### config.mk
export PLATFORM = sky130hd
export DESIGN_NAME = clock_divider_bank
export DESIGN_NICKNAME = d
export VERILOG_FILES = /design/src/rtl/clock_divider_pkg.sv /design/src/rtl/div_channel.sv /design/src/rtl/clock_divider_bank.sv
export SDC_FILE = /design/constraint.sdc
export NUM_CORES = 1
export LEC_CHECK = 0
export BUFFER_PORTS_ARGS = -buffer_cell sky130_fd_sc_hd__buf_2
export CAP_MARGIN = 25
export CORE_MARGIN = 1
export CORE_UTILIZATION = 40
export DETAILED_ROUTE_END_ITERATION = 16
export SYNTH_ARGS = -nofsm -noshare
export SYNTH_HDL_FRONTEND = slang
export SYNTH_SLANG_ARGS = --single-unit
### constraint.sdc
create_clock -name i_clk -period 3.85 [get_ports i_clk]
set_clock_uncertainty 0.1 [all_clocks]
set_input_delay 0.1925 -clock i_clk [delete_from_list [all_inputs] [get_ports i_clk]]
set_output_delay 0.1925 -clock i_clk [all_outputs]
set_load 0.05 [all_outputs]
### src/rtl/clock_divider_pkg.sv
// Shared constants and helpers for the clock-enable divider bank.
// Latency: n/a (package only).
// Backpressure: n/a (package only).
// Contents: system clock rate, divisors for the standard tick rates, clog2 helper.

package clock_divider_pkg;

   localparam int SYS_CLK_HZ = 100_000_000;

   // Divisors for the legacy fixed outputs at SYS_CLK_HZ
   localparam int DIV_200HZ = 500000;
   localparam int DIV_1KHZ  = 100000;
   localparam int DIV_25MHZ = 4;

   // Smallest width w with 2**w >= v
   function automatic int clog2(input int v);
      int r;
      r = 0;
      while ((1 << r) < v) r++;
      return r;
   endfunction

endpackage

### src/rtl/div_channel.sv
// One clock-enable channel: wrapping counter, registered tick strobe and square output.
// Latency: tick/sq are registered, one cycle behind the counter state that produces them.
// Backpressure: none; a divisor write is accepted every cycle (last write wins).
// Ports: i_clk, i_rst_n (async active-low), i_en run enable, i_sync_clr counter clear,
//        i_wr/i_wr_div divisor write, o_tick one-cycle strobe, o_sq square wave.
// Build option DIV_SHADOW_EN: writes are staged and applied only at a period boundary.

module div_channel
   import clock_divider_pkg::*;
#(
   parameter int               CNT_W   = 24,
   parameter logic [CNT_W-1:0] DEF_DIV = CNT_W'(DIV_25MHZ)
) (
   input  logic             i_clk,
   input  logic             i_rst_n,
   input  logic             i_en,
   input  logic             i_sync_clr,
   input  logic             i_wr,
   input  logic [CNT_W-1:0] i_wr_div,
   output logic             o_tick,
   output logic             o_sq
);

   localparam logic [CNT_W-1:0] ONE = CNT_W'(1);

   logic [CNT_W-1:0] r_div;
   logic [CNT_W-1:0] r_cnt;
   logic             r_tick;
   logic             r_sq;

   logic             w_active;
   logic             w_wrap;
   logic             w_restart;
   logic [CNT_W-1:0] w_half;

   // div = 0 parks the channel exactly like a cleared enable
   assign w_active = i_en && (r_div != '0);
   // ">=" rather than "==" so a divisor shrunk below the held count still wraps
   assign w_wrap   = w_active && (r_cnt >= (r_div - ONE));
   assign w_half   = r_div >> 1;

`ifdef DIV_SHADOW_EN
   logic [CNT_W-1:0] r_pend;
   logic             r_pend_vld;
   logic [CNT_W-1:0] w_pend_val;
   logic             w_apply;

   // A write in the same cycle as the boundary goes straight through
   assign w_pend_val = i_wr ? i_wr_div : r_pend;
   assign w_apply    = (i_wr || r_pend_vld) && (w_wrap || i_sync_clr || !w_active);
   assign w_restart  = i_sync_clr;

   always_ff @(posedge i_clk or negedge i_rst_n) begin
      if (!i_rst_n) begin
         r_div      <= DEF_DIV;
         r_pend     <= DEF_DIV;
         r_pend_vld <= 1'b0;
      end else begin
         if (i_wr) r_pend <= i_wr_div;
         if (w_apply) begin
            r_div      <= w_pend_val;
            r_pend_vld <= 1'b0;
         end else if (i_wr) begin
            r_pend_vld <= 1'b1;
         end
      end
   end
`else
   // Direct load truncates the running period, so the counter restarts with it
   assign w_restart = i_sync_clr || i_wr;

   always_ff @(posedge i_clk or negedge i_rst_n) begin
      if (!i_rst_n) begin
         r_div <= DEF_DIV;
      end else if (i_wr) begin
         r_div <= i_wr_div;
      end
   end
`endif

   always_ff @(posedge i_clk or negedge i_rst_n) begin
      if (!i_rst_n) begin
         r_cnt  <= '0;
         r_tick <= 1'b0;
         r_sq   <= 1'b0;
      end else begin
         // A restart swallows the tick of the period it cuts short
         r_tick <= w_wrap && !w_restart;
         if (w_active) r_sq <= (r_cnt < w_half);
         if (w_restart) begin
            r_cnt <= '0;
         end else if (w_active) begin
            r_cnt <= w_wrap ? '0 : r_cnt + ONE;
         end
      end
   end

   assign o_tick = r_tick;
   assign o_sq   = r_sq;

endmodule

### src/rtl/clock_divider_bank.sv
// Bank of NUM_CH programmable clock-enable channels sharing one system clock.
// Latency: tick/sq one cycle after counter state; cfg_err one cycle after the write.
// Backpressure: none; one configuration write per cycle, out-of-range channel rejected.
// Ports: i_clk, i_rst_n (async active-low), i_ch_en per-channel run enable, i_sync_clr
//        phase alignment, i_cfg_we/i_cfg_ch/i_cfg_div divisor write, o_tick, o_sq, o_cfg_err.
// Build option DIV_SHADOW_EN: divisor writes take effect at the next period boundary.

module clock_divider_bank
   import clock_divider_pkg::*;
#(
   parameter int                      NUM_CH  = 3,
   parameter int                      CNT_W   = 24,
   parameter int                      CH_W    = 3,
   parameter logic [NUM_CH*CNT_W-1:0] DEF_DIV = {24'(DIV_25MHZ), 24'(DIV_1KHZ), 24'(DIV_200HZ)}
) (
   input  logic              i_clk,
   input  logic              i_rst_n,
   input  logic [NUM_CH-1:0] i_ch_en,
   input  logic              i_sync_clr,
   input  logic              i_cfg_we,
   input  logic [CH_W-1:0]   i_cfg_ch,
   input  logic [CNT_W-1:0]  i_cfg_div,
   output logic [NUM_CH-1:0] o_tick,
   output logic [NUM_CH-1:0] o_sq,
   output logic              o_cfg_err
);

   if (CH_W < clog2(NUM_CH)) begin : g_bad_ch_w
      $error("CH_W is too narrow to address NUM_CH channels");
   end

   localparam logic [CH_W:0] NUM_CH_L = (CH_W+1)'(NUM_CH);

   logic w_ch_bad;
   logic r_cfg_err;

   // Extra MSB keeps the compare correct when 2**CH_W == NUM_CH
   assign w_ch_bad = ({1'b0, i_cfg_ch} >= NUM_CH_L);

   for (genvar g = 0; g < NUM_CH; g++) begin : g_ch
      logic w_wr;
      assign w_wr = i_cfg_we && (i_cfg_ch == CH_W'(g));

      div_channel #(
         .CNT_W   (CNT_W),
         .DEF_DIV (DEF_DIV[g*CNT_W +: CNT_W])
      ) u_ch (
         .i_clk      (i_clk),
         .i_rst_n    (i_rst_n),
         .i_en       (i_ch_en[g]),
         .i_sync_clr (i_sync_clr),
         .i_wr       (w_wr),
         .i_wr_div   (i_cfg_div),
         .o_tick     (o_tick[g]),
         .o_sq       (o_sq[g])
      );
   end

   always_ff @(posedge i_clk or negedge i_rst_n) begin
      if (!i_rst_n) begin
         r_cfg_err <= 1'b0;
      end else begin
         r_cfg_err <= i_cfg_we && w_ch_bad;
      end
   end

   assign o_cfg_err = r_cfg_err;

endmodule

---- After elaboration in Yosys (flattened, before gate mapping) ----
Cells that the tools add are included.
cells by class
  add/subtract/negate cells ............... 6
  magnitude comparators ................... 7
  eq/ne operators ......................... 2
  multiplexer cells ....................... 9
  reductions and logical operators ........ 26
operator list
  cell                                                                                  count
  24-bit two-way mux                                                                    9
  24-bit by 1-bit adder with 24-bit output (second input constant)                      3
  24-bit greater-or-equal comparator                                                    3
  24-bit by 23-bit less-than comparator with 1-bit output                               3
  24-bit nonzero test                                                                   3
  24-bit by 1-bit subtractor with 24-bit output (second input constant)                 3
  1-bit logical AND                                                                     13
  2-bit nonzero test                                                                    3
  3-bit by 1-bit equality test with 1-bit output (second input constant)                1
  3-bit by 2-bit equality test with 1-bit output (second input constant)                1
  3-bit by 2-bit greater-or-equal comparator with 1-bit output (second input constant)  1
  1-bit logical NOT                                                                     3
  3-bit logical NOT                                                                     1
  1-bit logical OR                                                                      3
storage, ports and cells
  bits in registers ....................... 151
  input bits .............................. 34
  output and inout port bits .............. 7
  logic and storage cells ................. 63

---- Longest topological paths before layout ----
Gate-level depths: netlist (run 1).
  depth after elaboration ................. 6
  gate-level depth with buffers ........... 15
  gate-level depth less buffers ........... 14

---- Cells and area by module ----
From an unflattened synthesis (run 1), not the netlist that was laid out.
unflattened totals
  cells, all modules ...................... 1325
  area total of the unflattened synthesis .. 11514.8 sq um
by module, submodules not included
  module                      times used  cells each  area an instance (sq um)  sequential area each (sq um)
  div_channel (g_ch[0].u_ch)  1           445         3873.7                    1260.0
  div_channel (g_ch[1].u_ch)  1           437         3791.1                    1258.7
  div_channel (g_ch[2].u_ch)  1           437         3773.6                    1252.5
  clock_divider_bank          1           6           76.3                      25.0

---- Least setup slack after synthesis (run 1) ----
Ideal clock, no wire load.
  path type ............................... register to register
  from .................................... register g_ch[1].u_ch.r_div[6]
  to ...................................... register g_ch[1].u_ch.r_cnt[4]
  data arrival time ....................... 3.710 ns
  data required time ...................... 3.671 ns
  path slack .............................. -0.040 ns
  cell stages (with the launch flop) ...... 13
  cells stage by stage .................... dfrtp_1 or4_4 nor4_1 nand4_1 nor3_1 xnor2_1 ha_1 and4_1 a221oi_2 nor4b_2 clkbuf_1 nand3_1 mux2i_1
between the ends
  word-level cells in the longest chain between the ends .. 6
RTL lines
  item                                                                                  line                                  text
  from (decl)                                                                           div_channel.sv:26                     logic [CNT_W-1:0] r_div;
  from (signal assigned)                                                                div_channel.sv:76                     r_div <= i_wr_div;
  24-bit by 1-bit subtractor with 24-bit output or 24-bit nonzero test (tied branches)  div_channel.sv:39, div_channel.sv:37
  24-bit greater-or-equal comparator or 1-bit logical AND (tied branches)               div_channel.sv:39, div_channel.sv:37
  1-bit logical AND                                                                     div_channel.sv:39                     assign w_wrap = w_active && (r_cnt >= (r_div - ONE));
  24-bit two-way mux                                                                    div_channel.sv:93                     r_cnt <= w_wrap ? '0 : r_cnt + ONE;
  24-bit two-way mux                                                                    div_channel.sv:92                     end else if (w_active) begin
  24-bit two-way mux                                                                    div_channel.sv:90                     if (w_restart) begin
  to (signal assigned)                                                                  div_channel.sv:93
  to (decl)                                                                             div_channel.sv:27                     logic [CNT_W-1:0] r_cnt;
Parallel ways exist; a longest one is shown, timed or not. The select of a mux whose other input is x is not followed.
A chain may end at the register's enable or synchronous reset.

---- Worst setup path in the final report (run 1) ----
  from .................................... register g_ch[2].u_ch.r_div[4]
  to ...................................... register g_ch[2].u_ch.r_cnt[14]
between the ends
  word-level cells in the longest chain between the ends .. 6
RTL lines
  item                                                                                  line
  from (decl)                                                                           div_channel.sv:26
  from (signal assigned)                                                                div_channel.sv:76
  24-bit by 1-bit subtractor with 24-bit output or 24-bit nonzero test (tied branches)  div_channel.sv:39, div_channel.sv:37
  24-bit greater-or-equal comparator or 1-bit logical AND (tied branches)               div_channel.sv:39, div_channel.sv:37
  1-bit logical AND                                                                     div_channel.sv:39
  24-bit two-way mux                                                                    div_channel.sv:93
  24-bit two-way mux                                                                    div_channel.sv:92
  24-bit two-way mux                                                                    div_channel.sv:90
  to (signal assigned)                                                                  div_channel.sv:93
  to (decl)                                                                             div_channel.sv:27
Parallel ways exist; a longest one is shown, timed or not. The select of a mux whose other input is x is not followed.

==> results of run 1 <==
flip-flops by register name, summed over array words and instances, names as in the netlist:
register and count:
g_ch.u_ch.r_div 72, g_ch.u_ch.r_cnt 72, g_ch.u_ch.o_tick 3, g_ch.u_ch.o_sq 3, o_cfg_err 1
tightest hold or removal path: stages:
cell and delay (ns):
sky130_fd_sc_hd__buf_2 0.14, sky130_fd_sc_hd__a21oi_1 0.12, sky130_fd_sc_hd__nor2b_1 0.05
area by class of cell:
class	instances	area (um^2)	share of cell area
multi-input cells	1065	7660	0.543
flip-flops and latches	151	3800	0.269
repair buffers	144	1180	0.0833
inverters	92	345	0.0245
clock inverters	10	191	0.0136
well taps	384	480	0.0340
clock buffers	22	464	0.0329
where the power goes:
group	internal, uW	switching [uW]
combinational	572	768
clock	1190	724
sequential	1780	205
total	3540	1700
worst paths after layout:
kind	slack, ns	startpoint	endpoint	cells after the start
min in group asynchronous	0.31	i_rst_n	g_ch[1].u_ch.o_tick	2
max in group asynchronous	2.47	i_rst_n	g_ch[0].u_ch.r_div[16]	3
worst max-delay path	0.02	g_ch[2].u_ch.r_div[4]	g_ch[2].u_ch.r_cnt[14]	15
worst min register to register	0.39	g_ch[1].u_ch.o_sq	g_ch[1].u_ch.o_sq	2
worst max register to register	0.02	g_ch[2].u_ch.r_div[4]	g_ch[2].u_ch.r_cnt[14]	15
worst min-delay path	0.01	i_cfg_ch[2]	o_cfg_err	3
cell usage in the layout, fill, tap and decap left out, types with 7 or more instances in the layout:
cell type,netlist,layout
sky130_fd_sc_hd__a211oi_1,10,9
sky130_fd_sc_hd__a21o_1,12,12
sky130_fd_sc_hd__a21oi_1,58,55
sky130_fd_sc_hd__a22oi_1,12,12
sky130_fd_sc_hd__a31oi_1,10,9
sky130_fd_sc_hd__a41oi_1,16,16
sky130_fd_sc_hd__and2_1,10,9
sky130_fd_sc_hd__and3_1,25,25
sky130_fd_sc_hd__and4_1,12,10
sky130_fd_sc_hd__buf_2,12,39
sky130_fd_sc_hd__buf_4,6,66
sky130_fd_sc_hd__clkbuf_16,0,18
sky130_fd_sc_hd__dfrtp_1,137,137
sky130_fd_sc_hd__dfstp_2,14,14
sky130_fd_sc_hd__dlygate4sd3_1,0,25
sky130_fd_sc_hd__ha_1,144,143
sky130_fd_sc_hd__inv_1,92,91
sky130_fd_sc_hd__mux2i_1,15,15
sky130_fd_sc_hd__nand2_1,157,155
sky130_fd_sc_hd__nand3_1,85,84
sky130_fd_sc_hd__nand3b_1,7,7
sky130_fd_sc_hd__nand4_1,53,53
sky130_fd_sc_hd__nand4b_1,8,8
sky130_fd_sc_hd__nor2_1,54,49
sky130_fd_sc_hd__nor3_1,40,35
sky130_fd_sc_hd__nor4_1,33,26
sky130_fd_sc_hd__o211ai_1,10,10
sky130_fd_sc_hd__o21ai_0,117,105
sky130_fd_sc_hd__o21ai_1,1,9
sky130_fd_sc_hd__o31ai_1,12,12
sky130_fd_sc_hd__or3_1,9,8
sky130_fd_sc_hd__xnor2_1,70,69
stage by stage:
step	cell area, um^2	total power (uW)	hold slack, ns
4_1_cts	13700	5190	0.00500
3_5_place_dp	12700	3240	0.254
5_1_grt	14100	5520	0.0250
3_3_place_gp	12700	3200	0.252
2_1_floorplan	11700	2780	-0.203
6_report	14100	5240	0.0145
what timing repair did:
action | CTS | global route
hold buffers | 25 | 0
gates cloned | 0 | 2
setup buffers | 3 | 12
resized for setup | 5 | 74
pin swaps | 2 | 24
hold endpoints to repair | 152 | 0
setup endpoints to repair | 47 | 75
routing by layer:
metal / vias to the layer above / GRT usage / share of wire
met2: 241 / 0.372 / 0.48
li1: 5267 / - / -
met1: 5252 / 0.315 / 0.48
met3: 26 / 0.0239 / 0.037
met5: - / 0 / 0
met4: 0 / 0.0557 / 0.012
kinds of logic after synthesis:
family,after synthesis
simple gates,526
buf+inv,153
compound gates,307
xor+xnor,71
flops,151
mux,16
fa+ha+maj,144
==> out/qor.yml, run 1 <==
run_status: "finished clean"
power.ir.vdd_worst_mv: 0.355
timing_hold_violations_final: 0
fill_count: 2714
timing_max_transition_violations_final: 0
cts_inserted_buffers: 17
worst_hold_path_type: "in -> reg"
ys_top_cells_by_area: "sky130_fd_sc_hd__dfrtp_1, sky130_fd_sc_hd__ha_1, sky130_fd_sc_hd__xnor2_1, sky130_fd_sc_hd__nand2_1, sky130_fd_sc_hd__o21ai_0"
yosys.cell_types.count: 75
layout_cells_sized_above_1: 0.154
netlist.area_leader.share: 0.292
rsz0062_at_grt: "true"
clock_sinks: 151
maxSlewHeadroom: 0.327
tritoncts: "done"
cp_slowest_stage_delay_ns: 0.44
crit_family: "simple AND/OR/NAND/NOR gates"
total_of_warnings_raised_by_yosys: 0
number_of_global_route_vias_before_repair: 10398
avgRoutedWirePerCell_um: 18.1
cellPowerDensity_nw_per_um2: 371
post_synthesis_net_count: 1546
io_pins: 41
synthArstFlopShare: 1.00
worstPathArrival_ns: 4.03
floorplan.core_area_um2: 28800
dominant_cell_type_by_count_on_the_critical_path: "sky130_fd_sc_hd__buf_6"
cts_buffer_depth: 2
post_synthesis_xor_xnor_area_fraction: 0.0530
htree_num_levels: 4
critical_path.n_buffers_inverters: 3
drt-pass1-iter-count: 5
synth_commonest_cells: "sky130_fd_sc_hd__nand2_1, sky130_fd_sc_hd__ha_1, sky130_fd_sc_hd__dfrtp_1"
clk_pin_slew_worst_paths_ns: 0.06
yosysSeqAreaShare: 0.323
postRouteAntennaNets: 0
worst_tran_pin_value_ns: 1.00
post_synth_and_or_nand_nor_area_fraction: 0.234
post_synth_mux_area_share: 0.0137
crit_path_max_fo: 12
via_count: 10786
grt_max_degree: 97
grt_first_pass_wirelength_um: 55000
post-synth-top-area-cell: "sky130_fd_sc_hd__dfrtp_1"
finalCritPeriodShare: 0.995
dp_hpwl_um: 24200
initial_utilization: 0.408
pre_cts_ws_ns: -0.161
synth.ff_latch_count: 151
finish.net_count: 1649
post-place-cells: 1794
timing.critical_path.required_ns: 4.06
achievable-frequency_mhz: 261
rows: 62
worstSetupPathType: "reg -> reg"
timing.critical_path.cells: "or3_4, or4_4, nor4_4, nand2_4, buf_6, nor2_4, xnor2_2, ha_1, nand4_1, nor4b_4, a211oi_4, buf_6, buf_12, a31oi_1, o21ai_0"
flow.area_growth_from_synthesis_pct: 20.3
timing.final.crit_period_ns: 3.83
detail_route.drc_violations: 0
synth_compound_area_frac: 0.167
synth.cell_area_um2: 11700
drt-initial-drc-count: 638
antenna_found_initial: 0
gate_count_post_synth: 1368
die_area_um2: 30000
post_synth_adder_cell_area: 0.153
total_wirelength_um: 33900
endpoint_kind: "flop"
cap_viol_max_count: 0
grt_util_all_layers: 0.226
clockRootBuffer: "sky130_fd_sc_hd__clkbuf_16"
finalWorstSetupSlack_ns: 0.0205
largest_family_of_logic_cells_by_synthesized_area: "simple AND/OR/NAND/NOR gates"
drt-vias-per-instance: 5.77
synth_enable_flop_cells: 0
cellLeakagePower_uw: 0.00613
synth_top_flop_cell: "sky130_fd_sc_hd__dfrtp_1"
synthesis.area_per_instance_um2: 8.58
utilization: 0.491
globalplace.congestion: 0.888
globalRouteOverflowTotal: 0
final-instance-count-excl-fill: 1868
startpoint_type: "flop"
setup_viol: 0
insertedDiodeCount: 0
post-synth-top-count-cell: "sky130_fd_sc_hd__nand2_1"
setup_tns_ns: 0
die-width_um: 173
number_of_port_buffers: 40
clock_latency_on_the_worst_skew_pair_ns: 0.44
die_h_um: 173
worst_path_max_delay_cell: "sky130_fd_sc_hd__or4_4"
Note: power is estimated with default switching activity, not from simulation.
==> run 2, diff against run 1 <==
--- a/config.mk
+++ b/config.mk
@@ -10,6 +10,7 @@
 export CORE_MARGIN = 1
 export CORE_UTILIZATION = 40
 export DETAILED_ROUTE_END_ITERATION = 16
+export PLACE_DENSITY = 0.55
 export SYNTH_ARGS = -nofsm -noshare
 export SYNTH_HDL_FRONTEND = slang
 export SYNTH_SLANG_ARGS = --single-unit
==> out/qor.yml, run 2 (synthesis results as in run 1) <==
flow.area_growth_from_synthesis_pct: 19.4
cellLeakagePower_uw: 0.00606
combPwrFrac: 0.259
cellInternalPower_uw: 3520
power_switching_uw: 1700
critical_path.n_buffers_inverters: 4
achievable-frequency_mhz: 259
number_of_global_route_vias_before_repair: 10216
run_status: "finished, violations left"
clock_latency_on_the_worst_skew_pair_ns: 0.44
floorplan.core_area_um2: 28800
setup_viol: 1
clock_network_fraction_of_total_power: 0.361
worstPathArrival_ns: 4.08
grt_max_degree: 91
startpoint_type: "flop"
grt_util_all_layers: 0.229
timing.final.crit_period_ns: 3.85
biggestRegsByFlops: "g_ch.u_ch.r_cnt: 72 flops, g_ch.u_ch.r_div: 72 flops"
clock_sinks: 151
postRouteAntennaNets: 0
cellPowerDensity_nw_per_um2: 372
final_common_cell: "sky130_fd_sc_hd__nand2_1"
seqPwrFrac: 0.380
total_wirelength_um: 34000
setup_tns_ns: -0.00388
timing.critical_path.required_ns: 4.07
cts_buffer_depth: 2
globalplace.congestion: 0.852
maxSlewHeadroom: 0.368
worst_tran_pin_value_ns: 0.939
io_pins: 41
dp_hpwl_um: 24900
layout_cells_sized_above_1: 0.153
antenna_found_initial: 0
p_sw_frac: 0.325
crit_family: "simple AND/OR/NAND/NOR gates"
via_count: 10653
most-common-layout-cells: "sky130_fd_sc_hd__nand2_1, sky130_fd_sc_hd__ha_1, sky130_fd_sc_hd__dfrtp_1, sky130_fd_sc_hd__o21ai_0, sky130_fd_sc_hd__inv_1"
initial_utilization: 0.408
finalInstanceArea_um2: 14000
endpoint_kind: "flop"
drt-initial-drc-count: 605
grt_first_pass_wirelength_um: 55000
clk_pin_slew_worst_paths_ns: 0.06
insertedDiodeCount: 0
avgRoutedWirePerCell_um: 18.2
globalRouteOverflowTotal: 0
cap_viol_max_count: 0
worst_hold_path_type: "in -> reg"
placed_inst_area_um2: 12700
fin_total_pwr_uw: 5220
drt-pass1-iter-count: 7
cts_inserted_buffers: 17
rsz0062_at_grt: "true"
power.ir.vdd_worst_mv: 0.349
detail_route.drc_violations: 0
dominant_cell_type_by_count_on_the_critical_path: "sky130_fd_sc_hd__buf_6"
violations: "negative setup slack"
timing_hold_violations_final: 0
rows: 62
finish.net_count: 1645
finalCritPeriodShare: 1.00
timing.critical_path.cells: "or3_4, or4_4, nor4_4, nand2_4, buf_6, nor2_4, xnor2_1, ha_1, nand4_1, nor4b_4, a211oi_4, buf_6, buf_6, buf_6, nand4_1, nand3_1"
cp_slowest_stage_delay_ns: 0.44
timing_max_transition_violations_final: 0
die_area_um2: 30000
worst_path_max_delay_cell: "sky130_fd_sc_hd__or4_4"
htree_num_levels: 4
drt-vias-per-instance: 5.72
finalWorstSetupSlack_ns: -0.00388
die_h_um: 173
die-width_um: 173
worstSetupPathType: "reg -> reg"
clockRootBuffer: "sky130_fd_sc_hd__clkbuf_16"
number_of_port_buffers: 40
tritoncts: "done"
crit_path_max_fo: 8
## run 2: cell type report
| type | instances | area [um^2] |
|---|---|---|
| flip-flops and latches | 151 | 3800 |
| well taps | 384 | 480 |
| repair buffers | 141 | 1110 |
| inverters | 92 | 345 |
| fillers | 2769 | 14800 |
| multi-input cells | 1064 | 7640 |
| clock buffers | 20 | 447 |
| clock inverters | 12 | 200 |
## run 2: tightest hold or removal path: cells and delay by family
kind / cells / cell delay [ns]
AOI/OAI and AO/OA: 1 / 0.06
and+or+nand+nor: 1 / 0.05
buffers and inverters: 2 / 0.27
## run 2: path summary, 6_finish.rpt
kind                                  startpoint                     end  slack, ns  cells past startpoint
max in group asynchronous                i_rst_n   g_ch[0].u_ch.r_div[1]       2.50                      3
min in group asynchronous                i_rst_n  g_ch[1].u_ch.r_cnt[17]       0.22                      2
setup / recovery           g_ch[2].u_ch.r_div[4]   g_ch[2].u_ch.r_cnt[5]     -0.004                     16
hold reg to reg                g_ch[1].u_ch.o_sq       g_ch[1].u_ch.o_sq       0.38                      2
setup reg to reg           g_ch[2].u_ch.r_div[4]   g_ch[2].u_ch.r_cnt[5]     -0.004                     16
hold / removal                        i_ch_en[2]     g_ch[2].u_ch.o_tick       0.08                      4
## run 2: metrics by stage
stage          hold slack [ns]  worst slack (ns)  cells  utilization
2_1_floorplan           -0.203            0.0638   1368            -
3_3_place_gp             0.120            -0.151   1784        0.439
3_5_place_dp             0.126            -0.244   1785        0.440
4_1_cts                 0.0607          0.000172   1845        0.473
5_1_grt                 0.0852            -0.156   1864        0.487
6_report                0.0828          -0.00388   1864        0.487
## run 2: power groups by stage
stage	registers, uW	clock network, uW	logic, uW
after floorplan	1940	0	835
after global placement	1980	0	1210
after detailed placement	1980	0	1240
after CTS	1960	1920	1280
after global routing	2010	1980	1530
final	1980	1880	1350
## run 2: repair_timing
item / 4_1_cts / 5_1_grt
endpoints found under the setup margin: 31 / 74
pin swaps: 2 / 29
resized for setup: 8 / 69
setup buffers: 1 / 18
gates cloned: 0 / 2
hold buffers: 27 / 0
hold endpoints to repair: 127 / 0
## run 2: routing by layer
metal | track usage | share of wire
met3 | 0.0338 | 0.034
met5 | 0 | 0
met4 | 0.0564 | 0.010
met2 | 0.373 | 0.47
met1 | 0.317 | 0.49
